--- config.mk ---
export PLATFORM = sky130hd
export DESIGN_NAME = bus_timer_flat
export DESIGN_NICKNAME = d
export VERILOG_FILES = /design/src/rtl/bus_timer_if.sv /design/src/rtl/bus_timer.sv /design/src/flat_wrapper.sv
export SDC_FILE = /design/constraint.sdc
export NUM_CORES = 1
export LEC_CHECK = 0
export ABC_CLOCK_PERIOD_IN_PS = 2700
export CORE_ASPECT_RATIO = 0.9
export CORE_MARGIN = 8
export CORE_UTILIZATION = 30
export CTS_CLUSTER_SIZE = 30
export DETAILED_ROUTE_END_ITERATION = 16
export PLACE_DENSITY = 0.5
export SLEW_MARGIN = 20
export SYNTH_ARGS = -nofsm -noshare
export SYNTH_HDL_FRONTEND = slang
export SYNTH_SLANG_ARGS = --single-unit
--- constraint.sdc ---
create_clock -name clk_in -period 2.7 [get_ports clk_in]
set_input_delay 0.54 -clock clk_in [delete_from_list [all_inputs] [get_ports clk_in]]
set_output_delay 0.54 -clock clk_in [all_outputs]
set_load 0.02 [all_outputs]
--- src/rtl/bus_timer_if.sv ---
// bus_timer_if: single-port bus between the decoder (master) and the bus_timer device (slave).
// req_in/addr_in/we_in/wdata_in carry one request per asserted cycle.
// rdata_out returns registered read data one cycle later.
// irq_out is the timer interrupt level.
interface bus_timer_if #(
    parameter int DataWidth    = 32,
    parameter int AddressWidth = 32
);
    logic                    req_in;
    logic [AddressWidth-1:0] addr_in;
    logic                    we_in;
    logic [DataWidth-1:0]    wdata_in;
    logic [DataWidth-1:0]    rdata_out;
    logic                    irq_out;

    modport master (output req_in, addr_in, we_in, wdata_in, input rdata_out, irq_out);
    modport slave  (input req_in, addr_in, we_in, wdata_in, output rdata_out, irq_out);
endinterface

--- src/rtl/bus_timer.sv ---
// bus_timer: memory-mapped 64-bit timer/compare peripheral with a prescaler and a level interrupt.
// clk_in   : clock; all state changes on its rising edge.
// reset_in : asynchronous active-low reset.
// bus      : slave side of bus_timer_if (request, address, write data, registered read data, irq).
module bus_timer #(
    parameter int DataWidth     = 32,
    parameter int AddressWidth  = 32,
    parameter int PrescaleWidth = 8
) (
    input logic        clk_in,
    input logic        reset_in,
    bus_timer_if.slave bus
);
    localparam int PW = PrescaleWidth;

    logic                 en_q, en_d, irq_en_q, irq_en_d, pending_q, pending_d;
    logic [PW-1:0]        prescale_q, prescale_d, psc_q, psc_d;
    logic [63:0]          mtime_q, mtime_d, cmp_q, cmp_d;
    logic [31:0]          shadow_q, shadow_d;
    logic [DataWidth-1:0] rdata_q, rdata_d, rd_val;
    logic [2:0]           off;
    logic                 wr, rd, tick, set, clr;
    logic                 wr_ctrl, wr_lo, wr_hi, wr_clo, wr_chi;
    logic                 unused_bits;

    assign off     = bus.addr_in[4:2];
    assign wr      = bus.req_in & bus.we_in;
    assign rd      = bus.req_in & ~bus.we_in;
    assign wr_ctrl = wr && off == 3'd0;
    assign wr_lo   = wr && off == 3'd2;
    assign wr_hi   = wr && off == 3'd3;
    assign wr_clo  = wr && off == 3'd4;
    assign wr_chi  = wr && off == 3'd5;
    assign clr     = wr && off == 3'd1 && bus.wdata_in[0];
    assign tick    = en_q && psc_q == prescale_q;
    assign set     = en_q && mtime_q >= cmp_q;

    assign unused_bits = ^{bus.addr_in[AddressWidth-1:5], bus.addr_in[1:0],
                           bus.wdata_in[DataWidth-1:8+PW], bus.wdata_in[7:2]};

    always_comb begin
        case (off)
            3'd0:    rd_val = {{(DataWidth-8-PW){1'b0}}, prescale_q, 6'b0, irq_en_q, en_q};
            3'd1:    rd_val = {{(DataWidth-1){1'b0}}, pending_q};
            3'd2:    rd_val = mtime_q[31:0];
            3'd3:    rd_val = shadow_q;
            3'd4:    rd_val = cmp_q[31:0];
            3'd5:    rd_val = cmp_q[63:32];
            default: rd_val = '0;
        endcase
    end

    always_comb begin
        en_d       = wr_ctrl ? bus.wdata_in[0] : en_q;
        irq_en_d   = wr_ctrl ? bus.wdata_in[1] : irq_en_q;
        prescale_d = wr_ctrl ? bus.wdata_in[8+PW-1:8] : prescale_q;
        psc_d      = (wr_ctrl || !en_q || tick) ? '0 : psc_q + PW'(1);
        // A software write to either half swallows a coincident tick entirely.
        mtime_d    = (wr_lo || wr_hi) ?
                     {wr_hi ? bus.wdata_in : mtime_q[63:32], wr_lo ? bus.wdata_in : mtime_q[31:0]} :
                     mtime_q + 64'(tick);
        cmp_d      = {wr_chi ? bus.wdata_in : cmp_q[63:32], wr_clo ? bus.wdata_in : cmp_q[31:0]};
        pending_d  = set | (pending_q & ~clr);
        // Latch the pre-tick HI alongside the LO read so LO-then-HI is coherent.
        shadow_d   = (rd && off == 3'd2) ? mtime_q[63:32] : shadow_q;
        rdata_d    = rd ? rd_val : '0;
    end

    always_ff @(posedge clk_in or negedge reset_in) begin
        if (!reset_in) begin
            en_q       <= 1'b0;
            irq_en_q   <= 1'b0;
            prescale_q <= '0;
            psc_q      <= '0;
            mtime_q    <= '0;
            cmp_q      <= '1;
            pending_q  <= 1'b0;
            shadow_q   <= '0;
            rdata_q    <= '0;
        end else begin
            en_q       <= en_d;
            irq_en_q   <= irq_en_d;
            prescale_q <= prescale_d;
            psc_q      <= psc_d;
            mtime_q    <= mtime_d;
            cmp_q      <= cmp_d;
            pending_q  <= pending_d;
            shadow_q   <= shadow_d;
            rdata_q    <= rdata_d;
        end
    end

    assign bus.rdata_out = rdata_q;
    assign bus.irq_out   = pending_q & irq_en_q;
endmodule

--- src/flat_wrapper.sv ---
// flat-port wrapper written by rule: the top's interface ports become plain ports
module bus_timer_flat 
#(
    parameter int DataWidth     = 32,
    parameter int AddressWidth  = 32,
    parameter int PrescaleWidth = 8
)
  (clk_in, reset_in, bus_req_in, bus_addr_in, bus_we_in, bus_wdata_in, bus_rdata_out, bus_irq_out);
  bus_timer_if #(.DataWidth(DataWidth), .AddressWidth(AddressWidth)) bus_i ();
  input logic clk_in;
  input logic reset_in;
  input wire logic [$bits(bus_i.req_in)-1:0] bus_req_in;
  input wire logic [$bits(bus_i.addr_in)-1:0] bus_addr_in;
  input wire logic [$bits(bus_i.we_in)-1:0] bus_we_in;
  input wire logic [$bits(bus_i.wdata_in)-1:0] bus_wdata_in;
  output wire logic [$bits(bus_i.rdata_out)-1:0] bus_rdata_out;
  output wire logic [$bits(bus_i.irq_out)-1:0] bus_irq_out;
  assign bus_i.req_in = bus_req_in;
  assign bus_i.addr_in = bus_addr_in;
  assign bus_i.we_in = bus_we_in;
  assign bus_i.wdata_in = bus_wdata_in;
  assign bus_rdata_out = bus_i.rdata_out;
  assign bus_irq_out = bus_i.irq_out;
  bus_timer #(.DataWidth(DataWidth), .AddressWidth(AddressWidth), .PrescaleWidth(PrescaleWidth)) u_core (.clk_in(clk_in), .reset_in(reset_in), .bus(bus_i));
endmodule
# After elaboration in Yosys (flattened, before gate mapping)
# Index checks and enable logic that the tools add are counted.
[op_classes]
muxes = 6
n_lt_le_gt_ge = 1
addsub = 2
n_eq_ne = 8
n_bitwise = 7
reduce_logical = 15
[op_table]
columns = ["operator", "count"]
rows = [
  ["32-bit case mux with 6 select lines", 1],
  ["32-bit two-way mux", 3],
  ["64-bit by 1-bit adder with 64-bit output", 1],
  ["64-bit greater-or-equal comparator", 1],
  ["64-bit two-way mux", 1],
  ["1-bit logical AND", 10],
  ["8-bit by 1-bit adder with 8-bit output (second input constant)", 1],
  ["8-bit == test", 1],
  ["8-bit two-way mux", 1],
  ["3-bit by 2-bit == test with 1-bit output (second input constant)", 2],
  ["3-bit == test (second input constant)", 2],
  ["1-bit bitwise AND", 4],
  ["2-bit by 1-bit inequality test with 1-bit output (second input constant)", 2],
  ["3-bit by 1-bit == test with 1-bit output (second input constant)", 1],
  ["3-bit zero test", 1],
  ["1-bit logical OR", 3],
  ["1-bit NOT", 2],
  ["1-bit zero test", 1],
  ["1-bit OR", 1],
]
[word_totals]
inputBits = 68
out_inout_bits = 33
reg_bits = 211
elab_cells = 50

# Logic depth before layout (Yosys ltp)
# Gate-level depths: netlist (run 1).
[logic_depth]
word_depth = 6
depth_mapped = 13
mapped_depth_nobuf = 12

# Worst setup path after synthesis (run 1)
# OpenSTA, ideal clock, no wires.
[synth_timing]
kind = "reg-to-reg"
from = "register u_core.psc_q[2]"
to = "register u_core.mtime_q[50]"
period_less_slack_ns = 2.805
path_buffers = 1
stages_incl_launch_ff = 14
path_slack_ns = -0.105
setup_ns = 0.073
arrival_ns = 2.732
t_required_ns = 2.627
cell_sequence = "dfrtp_1 xnor2_1 nand4_1 nor4_1 and3_1 ha_1 ha_1 nand2_2 nor4_4 nand3_2 or2_1 buf_6 o31a_1 a21oi_2"
[synth_between]
elab_chain_cells = 4
[synth_rtl]
columns = ["item", "line_no", "text"]
rows = [
  ["start, declared", "bus_timer.sv:17", "logic [PW-1:0] prescale_q, prescale_d, psc_q, psc_d;"],
  ["start signal, assigned", "bus_timer.sv:84", "psc_q <= psc_d;"],
  ["8-bit == test", "bus_timer.sv:35", "assign tick = en_q && psc_q == prescale_q;"],
  ["1-bit logical AND", "bus_timer.sv:35", ""],
  ["64-bit by 1-bit adder with 64-bit output", "bus_timer.sv:61", "mtime_q + 64'(tick);"],
  ["64-bit two-way mux", "bus_timer.sv:59", "mtime_d = (wr_lo || wr_hi) ?"],
  ["end signal, assigned", "bus_timer.sv:85", "mtime_q <= mtime_d;"],
  ["end, declared", "bus_timer.sv:18", "logic [63:0] mtime_q, mtime_d, cmp_q, cmp_d;"],
]
# No other way between the ends.
# A chain may end at the register's enable or synchronous reset.

# Worst setup path in the final report (run 1)
[layout_timing]
from = "register u_core.psc_q[1]"
to = "register u_core.mtime_q[59]"
# Same word-level chain as after synthesis.

==> reports/metrics.yaml, run 1 <==
outcome: "finished with violations"
violations: "negative hold slack, negative setup slack"
synth.area.mux_share: 0.07223
fin_worst_hold_slack_ns: -0.01386
rows: 69
yosysMostFrequentCell: "dfrtp_1"
relSlewSlack: 0.5554
antenna_left: 0
synth_edf_count: 0
firstDrtPassIters: 6
crit_path_max_fanout: 6
grt_pass1_wl_mm: 63.47
finalSetupViolations: 40
drt_iter0_drc: 933
rrSetupSlack_ns: -0.19
syn_to_final_growth_pct: 35.53
yosysTopAreaCellShare: 0.3128
synth_fa_ha_area_frac: 0.07128
criticalPathCategory: "reg2reg"
synth_compound_area_frac: 0.1801
wl_per_cell_microns: 20.31
die_x_microns: 224.7
hpwlAfterDp_mm: 29.86
drive_gt1_frac: 0.3133
nFillCells: 3847
synth_xor_area_frac: 0.01191
cts_buffers: 27
finalWirelength_mm: 40.82
seqCellArea_sq_um: 5360
ys_warn_count: 0
p_per_area_nw_per_um2: 733.6
cts_buffer_depth: 3
multiInputGateArea_sq_um: 6321
yosys.area_share.simple: 0.1599
vdd_drop_max_v: 0.0003706
cts-root-buf: "clkbuf_16"
p_leak_nw: 6.804
worstPathArrival_ns: 3.30
initial_core_util: 0.3007
synth_top_family_by_area: "compound AO/OA/AOI/OAI gates"
netlist_instances: 1236
n_antenna_cell: 0
yosysUniqueCellTypes: 73
regToRegStartpoint: "u_core.psc_q[1]"
routed-via-count: 10570
period_needed_ns: 2.894
htree_levels: 1
maxCapViolCount: 0
syn_nets: 1371
die-area_sq_um: 45800
dpl_worst_slack_ns: -0.4266
cts_tree: "yes"
netlist_area_sq_um: 11760
clk_latency_ns: 0.54
drc: 0
r2r-end: "u_core.mtime_q[59]"
antenna_found_initial: 0
holdBufCountCts: 0
dieHeight_microns: 203.8
rr_worst_depth: 13
yosysTopAreaCell: "dfrtp_1"
synth_ff_type: "dfrtp_1"
vias_per_cell: 5.259
startpoint_type: "flop"
hold_path_class: "in2async"
tightest_slew_ns: 0.6608
overflow: 0
cp-end-kind: "flop"
cp.required_ns: 3.11
finClkSkew_ns: 0.01160
clkSinkCount: 211
synthTopCellsByArea: "dfrtp_1, dfstp_2, ha_1"
grt_pass1_vias: 10610
post-route-worst-setup-slack_ns: -0.1936
synth_area_per_cell_sq_um: 9.516
pin_count: 101
async_flop_share: 1.000
placement.io_buffers: 71
yosysSeqAreaShare: 0.4557
place.gp.congestion: 0.9186
rsz0062_at_grt: "true"
synth-seq-cells: 211
fin_crit_sh: 1.072
path_clk_slew_ns: 0.06
hold_viol: 2
synth_common_cells: "dfrtp_1, nand2_1, nor2_1"
final_nets: 1593
track_usage: 0.1754
grt_max_degree: 78
slew_viol_final: 0
core_area_sq_um: 39110
fmax_ghz: 0.3456
through the flow:
| step | cell area [sq um] | instances | power (mW) | TNS (ns) | utilization |
|---|---|---|---|---|---|
| after floorplan | 11780 | 1236 | 6.302 | -0.01084 | - |
| after global placement | 14380 | 1945 | 7.745 | -12.32 | 0.3676 |
| after detailed placement | 14380 | 1945 | 7.825 | -13.68 | 0.3676 |
| after CTS | 15590 | 2001 | 11.74 | -2.325 | 0.3986 |
| after global routing | 15940 | 2010 | 12.40 | -13.00 | 0.4076 |
| final | 15940 | 2010 | 11.69 | -3.962 | 0.4076 |
cell families (layout without fill, tap and decap cells):
family / count (synthesis) / in the layout
buffers and inverters: 147 / 389
AOI/OAI and AO/OA: 324 / 324
and+or+nand+nor: 395 / 395
xor gates and xnor gates: 16 / 16
adders and majority gates: 67 / 67
muxes: 76 / 76
DFF: 211 / 211
cell type report:
class,instances,area share
Clock buffer,39,0.04835
Clock inverter,10,0.009812
Inverter,77,0.01813
Multi-Input combinational cell,878,0.3965
Sequential cell,211,0.3363
Tap cell,532,0.04176
Timing Repair Buffer,263,0.1491
metal layers:
metal  vias up  part of all wire  GRT usage
li1       4971                 -          -
met1      5246              0.48     0.2539
met2       307              0.46     0.2757
met3        46             0.051    0.02482
met4         0             0.016    0.03712
met5         -                 0          0
where the power goes:
part	internal, mW	switching [mW]	leakage, nW
Combinational	1.55	1.90	3.89
Clock	2.35	1.42	0.453
Sequential	3.99	0.478	2.46
Total	7.89	3.80	6.80
worst max-delay path by stage:
stage,from,end,slack [ns],cells past startpoint
after detailed placement,u_core.prescale_q[1],u_core.mtime_q[62],-0.43,13
final,u_core.psc_q[1],u_core.mtime_q[59],-0.19,13
after floorplan,u_core.psc_q[1],u_core.mtime_q[50],-0.01,13
after global routing,u_core.psc_q[1],u_core.mtime_q[62],-0.38,14
after CTS,u_core.prescale_q[1],u_core.mtime_q[50],-0.17,13
after global placement,u_core.prescale_q[1],u_core.mtime_q[60],-0.38,12
critical path: stages (launching register included):
cell	delay [ns]
dfrtp_1	0.39
xnor2_1	0.17
nand4_1	0.16
nor4_2	0.30
and3_4	0.25
ha_4	0.16
nand3_4	0.09
nor3_4	0.18
buf_6	0.14
and3_4	0.18
buf_6	0.12
nand4_1	0.22
o211ai_1	0.28
o311ai_2	0.13
cells in the final DEF, fill, tap and decap left out, types with 5 or more instances in the layout:
cell type        synthesis  routed
o211ai_1                 7       7
mux2_2                  71      71
a21oi_2                  1      12
buf_12                   0      12
xor2_1                  10      10
o221a_2                  5       5
a222oi_1                22      22
nand2_1                140     135
nor3_2                   3       6
nor3_1                  20      12
dfstp_2                 64      64
o22a_1                   8       8
and3_1                  15      12
clkdlybuf4s50_1          0      69
nor3_4                   0       5
ha_1                    67      65
inv_1                   77      77
clkbuf_8                 0       5
a311oi_1                 9       7
a21o_1                   5       5
o21ai_1                  6       9
buf_6                    1      20
clkbuf_1                55       7
xnor2_1                  6       6
nand4_1                 30      30
buf_4                    0     160
o22ai_1                 12      10
clkbuf_16                0      27
nor4_2                   0       5
dfrtp_1                147     147
a31oi_1                  7       7
nand3_2                  1       5
nor2_1                  97      90
nand3_1                 48      41
a22oi_1                 21      21
o21ai_0                 92      87
a211oi_1                13      12
a21oi_1                 77      66
flip-flops by register name, summed over array words and instances, names as in the netlist, 8 cells and up:
| name | flops |
|---|---|
| u_core.cmp_q | 64 |
| u_core.mtime_q | 64 |
| u_core.bus.rdata_out | 32 |
| u_core.shadow_q | 32 |
| u_core.prescale_q | 8 |
| u_core.psc_q | 8 |
what timing repair did:
item,4_1_cts,5_1_grt
cloned,0,0
endpoints found under the setup margin,52,50
endpoints found under the hold margin,0,0
pin swaps,32,47
gates resized for setup,54,60
setup buffers,9,12
Power figures use the tool's default switching activity.
==> run 2: changes to the inputs <==
--- a/config.mk
+++ b/config.mk
@@ -11,6 +11,7 @@
 export CORE_UTILIZATION = 30
 export CTS_CLUSTER_SIZE = 30
 export DETAILED_ROUTE_END_ITERATION = 16
+export GPL_TIMING_DRIVEN = 0
 export PLACE_DENSITY = 0.5
 export SLEW_MARGIN = 20
 export SYNTH_ARGS = -nofsm -noshare
==> reports/metrics.yaml, run 2 (synthesis results as in run 1) <==
outcome: "finished with violations"
violations: "negative setup slack"
fmax_ghz: 0.3321
cts_buffers: 26
grt_pass1_wl_mm: 67.79
dieHeight_microns: 203.8
multiInputGateArea_sq_um: 6352
cts_buffer_depth: 3
p_per_area_nw_per_um2: 737.2
antenna_left: 0
hold_viol: 0
clk_latency_ns: 0.55
worstPathArrival_ns: 3.49
slew_viol_final: 0
hpwlAfterDp_mm: 32.72
core_area_sq_um: 39110
path_delay_family: "simple AND/OR/NAND/NOR gates"
cp-end-kind: "flop"
tightest_slew_ns: 0.9857
path_buf_inv: 1
clkSinkCount: 211
vdd_drop_max_v: 0.0003491
firstDrtPassIters: 6
drc: 0
final_nets: 1527
finClkSkew_ns: 0.01155
htree_levels: 1
vias_per_cell: 5.508
dp.cells: 1838
finalSetupTns_ns: -8.604
die-area_sq_um: 45800
seqCellArea_sq_um: 5360
finalSetupViolations: 47
maxUsedRoutingLayer: "met4"
p_leak_nw: 6.256
path_clk_slew_ns: 0.06
fin_crit_sh: 1.115
met3_length_mm: 3.478
drt_iter0_drc: 1059
crit_path_max_fanout: 4
drive_gt1_frac: 0.2450
hold_path_class: "reg2reg"
rsz0062_at_grt: "true"
die_x_microns: 224.7
placement.io_buffers: 68
instances_no_fill: 1944
initial_core_util: 0.3007
wl_met1_mm: 20.59
finalWirelength_mm: 45.45
rows: 69
post-route-worst-setup-slack_ns: -0.3113
mostFrequentLayoutCells: "dfrtp_1, nand2_1, nor2_1"
cp_slowest_cell: "or4_1"
overflow: 0
routed-via-count: 10710
nFillCells: 3913
track_usage: 0.1930
startpoint_type: "flop"
pin_count: 101
dpl_worst_slack_ns: -1.146
routed-wl-met2_mm: 19.98
fin_util: 0.3862
maxCapViolCount: 0
grt_pass1_vias: 10580
critPathMaxStageDelay_ns: 0.48
period_needed_ns: 3.011
syn_to_final_growth_pct: 28.43
cp_cell_sequence: "xnor2_1 > nand4_1 > nor4_2 > and3_4 > ha_4 > ha_4 > nand2_8 > buf_4 > nor3_4 > nand4_1 > or4_1 > nand3_1"
antenna_found_initial: 1
place.gp.congestion: 0.9264
wl_per_cell_microns: 23.38
criticalPathCategory: "reg2reg"
largestRegisters: "u_core.cmp_q x64, u_core.mtime_q x64"
relSlewSlack: 0.3368
cp.required_ns: 3.18
final_common_cell: "dfrtp_1"
cts_tree: "yes"
cts-root-buf: "clkbuf_16"
n_antenna_cell: 0
grt_max_degree: 90
run 2: through the flow:
step	total power, mW	area, sq um	hold WS (ns)
finish	11.13	15100	0.4887
global route	11.78	15100	0.5172
CTS	11.07	14490	0.4867
detailed placement	7.363	13190	0.4737
global placement	7.292	13130	0.4681
floorplan	6.302	11780	0.2444
run 2: path summary, 6_finish.rpt:
check | slack (ns) | depth (start not counted) | end | from
max | -0.31 | 12 | u_core.mtime_q[34] | u_core.prescale_q[6]
min | 0.49 | 2 | u_core.shadow_q[26] | u_core.shadow_q[26]
max reg2reg | -0.31 | 12 | u_core.mtime_q[34] | u_core.prescale_q[6]
min reg2reg | 0.49 | 2 | u_core.shadow_q[26] | u_core.shadow_q[26]
max in group asynchronous | 1.38 | 3 | u_core.cmp_q[19] | reset_in
min in group asynchronous | 0.50 | 2 | u_core.bus.rdata_out[0] | reset_in
run 2: area by class of cell:
cell class                      count  area share
Buffer                             70     0.02179
Clock buffer                       42     0.05376
Clock inverter                      6    0.003645
Inverter                           77     0.01914
Multi-Input combinational cell    878      0.4206
Sequential cell                   211      0.3549
Tap cell                          532     0.04407
Timing Repair Buffer              128     0.08217
run 2: report_power, final:
part,leakage [nW],internal [mW],switching (mW)
Combinational,3.36,1.23,1.63
Sequential,2.46,3.98,0.729
Clock,0.432,2.14,1.43
run 2: tightest hold or removal path: stages (launching register included):
cell	delay, ns
dfrtp_1	0.35
nand2_1	0.05
o21ai_0	0.06
run 2: repair_timing:
item                                   4_1_cts  5_1_grt
resized for setup                           49       95
hold buffers                                 1        0
setup endpoints to repair                   63       91
endpoints found under the hold margin       29        0
pin swaps                                   29       56
setup buffers                               26       30
gates cloned                                 0        1
run 2: per-layer routing:
| metal | GRT usage | up-vias |
|---|---|---|
| met4 | 0.06537 | 0 |
| met3 | 0.02912 | 71 |
| met2 | 0.2935 | 434 |
| li1 | - | 4839 |
| met1 | 0.2769 | 5364 |
| met5 | 0 | - |
==> run 3: changes to the inputs <==
--- a/config.mk
+++ b/config.mk
@@ -6,13 +6,15 @@
 export NUM_CORES = 1
 export LEC_CHECK = 0
 export ABC_CLOCK_PERIOD_IN_PS = 2700
+export CELL_PAD_IN_SITES_DETAIL_PLACEMENT = 0
+export CELL_PAD_IN_SITES_GLOBAL_PLACEMENT = 1
 export CORE_ASPECT_RATIO = 0.9
 export CORE_MARGIN = 8
 export CORE_UTILIZATION = 30
 export CTS_CLUSTER_SIZE = 30
 export DETAILED_ROUTE_END_ITERATION = 16
 export GPL_TIMING_DRIVEN = 0
-export PLACE_DENSITY = 0.5
+export PLACE_DENSITY = 0.6
 export SLEW_MARGIN = 20
 export SYNTH_ARGS = -nofsm -noshare
 export SYNTH_HDL_FRONTEND = slang
==> reports/metrics.yaml, run 3 (synthesis results as in run 1) <==
critPathMaxStageDelay_ns: 0.46
fin_crit_sh: 1.068
core_area_sq_um: 39110
finalSetupViolations: 37
syn_to_final_growth_pct: 29.43
largestRegisters: "u_core.cmp_q x64, u_core.mtime_q x64"
cp.required_ns: 3.20
intPower_mw: 7.524
hold_path_class: "in2async"
outcome: "finished with violations"
cp_slowest_cell: "or4_1"
instances_no_fill: 1955
placement.io_buffers: 68
dpl_worst_slack_ns: -1.125
die-area_sq_um: 45800
final_nets: 1534
cp_cell_sequence: "xor2_1 > nor4_2 > and3_4 > ha_4 > ha_4 > nand2_8 > buf_6 > nor3_4 > buf_4 > nand4_1 > or4_1 > nand3_1"
path_clk_slew_ns: 0.06
vdd_drop_max_v: 0.0004285
firstDrtPassIters: 7
combPwrFrac: 0.249
finalWirelength_mm: 46.49
overflow: 0
rr_worst_depth: 12
fin_area_sq_um: 15220
criticalPathCategory: "reg2reg"
wl_per_cell_microns: 23.78
hold_viol: 0
violations: "negative setup slack"
drive_gt1_frac: 0.2470
crit_path_max_fanout: 4
final_common_cell: "dfrtp_1"
antenna_left: 0
grt_max_degree: 86
regToRegStartpoint: "u_core.psc_q[5]"
fmax_ghz: 0.3469
grt_pass1_vias: 10390
htree_levels: 1
die_x_microns: 224.7
critPathMostFrequentCell: "ha_4"
clk_latency_ns: 0.57
slew_viol_final: 0
drt_iter0_drc: 1093
swShare: 0.3389
relSlewSlack: 0.2934
clkSinkCount: 211
p_leak_nw: 6.315
drc: 0
pin_count: 101
antenna_found_initial: 1
finalSetupTns_ns: -3.221
p_per_area_nw_per_um2: 747.6
track_usage: 0.1977
rrSetupSlack_ns: -0.18
initial_core_util: 0.3007
cts_tree: "yes"
startpoint_type: "flop"
hpwlAfterDp_mm: 33.38
vias_per_cell: 5.498
worstPathArrival_ns: 3.39
routed-via-count: 10750
cts_buffers: 28
rows: 69
period_needed_ns: 2.883
r2r-end: "u_core.mtime_q[34]"
maxCapViolCount: 0
pwr-share-seq: 0.415
dieHeight_microns: 203.8
mostFrequentLayoutCells: "dfrtp_1, nand2_1, nor2_1"
cts_buffer_depth: 3
grt_pass1_wl_mm: 68.66
place.gp.congestion: 0.9136
tightest_slew_ns: 1.060
rsz0062_at_grt: "true"
fin_util: 0.3892
cts-root-buf: "clkbuf_16"
dpl-instance-area_sq_um: 13190
p_sw_mw: 3.857
post-route-worst-setup-slack_ns: -0.1825
finClkSkew_ns: 0.01133
dp.cells: 1838
cp-end-kind: "flop"
pwr-share-clk: 0.336
==> run 3: final cells by class <==
cell class,instances,area [sq um]
plain buffers,70,325.3
diodes,2,5.005
fillers,3916,23890
clock inverters,7,65.06
inverters,77,289.0
flip-flops and latches,211,5361
clock buffers,45,885.9
multi-input cells,878,6337
repair buffers,133,1287
well taps,532,665.6
==> run 3: repair_timing <==
action | CTS | global route
hold endpoints to repair | 28 | 0
hold buffers | 1 | 0
pin swaps | 28 | 47
gates resized for setup | 58 | 74
setup buffers | 28 | 33
endpoints found under the setup margin | 68 | 79
cloned | 0 | 1
==> run 3: power groups by stage <==
stage / clock [mW] / combinational (mW) / sequential [mW]
2_1_floorplan: 0 / 1.82 / 4.49
3_3_place_gp: 0 / 2.58 / 4.74
3_5_place_dp: 0 / 2.63 / 4.74
4_1_cts: 3.91 / 2.74 / 4.69
5_1_grt: 4.04 / 3.19 / 4.81
6_report: 3.83 / 2.83 / 4.73
==> run 3: per-layer routing <==
metal  GRT usage  part of all wire  vias to the layer above
met3     0.05164             0.078                       83
met5           0                 0                        -
met4     0.05230             0.026                        0
met2      0.2925              0.43                      387
li1            -                 -                     4867
met1      0.2822              0.46                     5412
==> run 3: critical path, delay by kind of cell (launching register included) <==
kind	cells	cell delay, ns
AND/OR/NAND/NOR	7	1.55
flip-flops	1	0.44
adder cells (fa/ha/maj)	2	0.34
buffers and inverters	2	0.31
XOR/XNOR	1	0.17
==> run 3: worst max path at each step <==
stage                          from                      end  slack, ns  cells after the start
3_5_place_dp   u_core.prescale_q[1]       u_core.mtime_q[47]      -1.13                     12
3_3_place_gp               reset_in  u_core.bus.rdata_out[1]      -8.72                      1
2_1_floorplan       u_core.psc_q[1]       u_core.mtime_q[50]      -0.01                     13
6_report            u_core.psc_q[5]       u_core.mtime_q[34]      -0.18                     12
4_1_cts             u_core.psc_q[1]       u_core.mtime_q[47]      -0.28                     12
5_1_grt        u_core.prescale_q[2]       u_core.mtime_q[34]      -0.34                     13
==> run 3: metrics by stage <==
step	hold slack [ns]	total power, mW
after global routing	0.4813	12.04
after floorplan	0.2444	6.302
after detailed placement	0.4723	7.371
final	0.4623	11.38
after CTS	0.4752	11.35
after global placement	0.4655	7.317
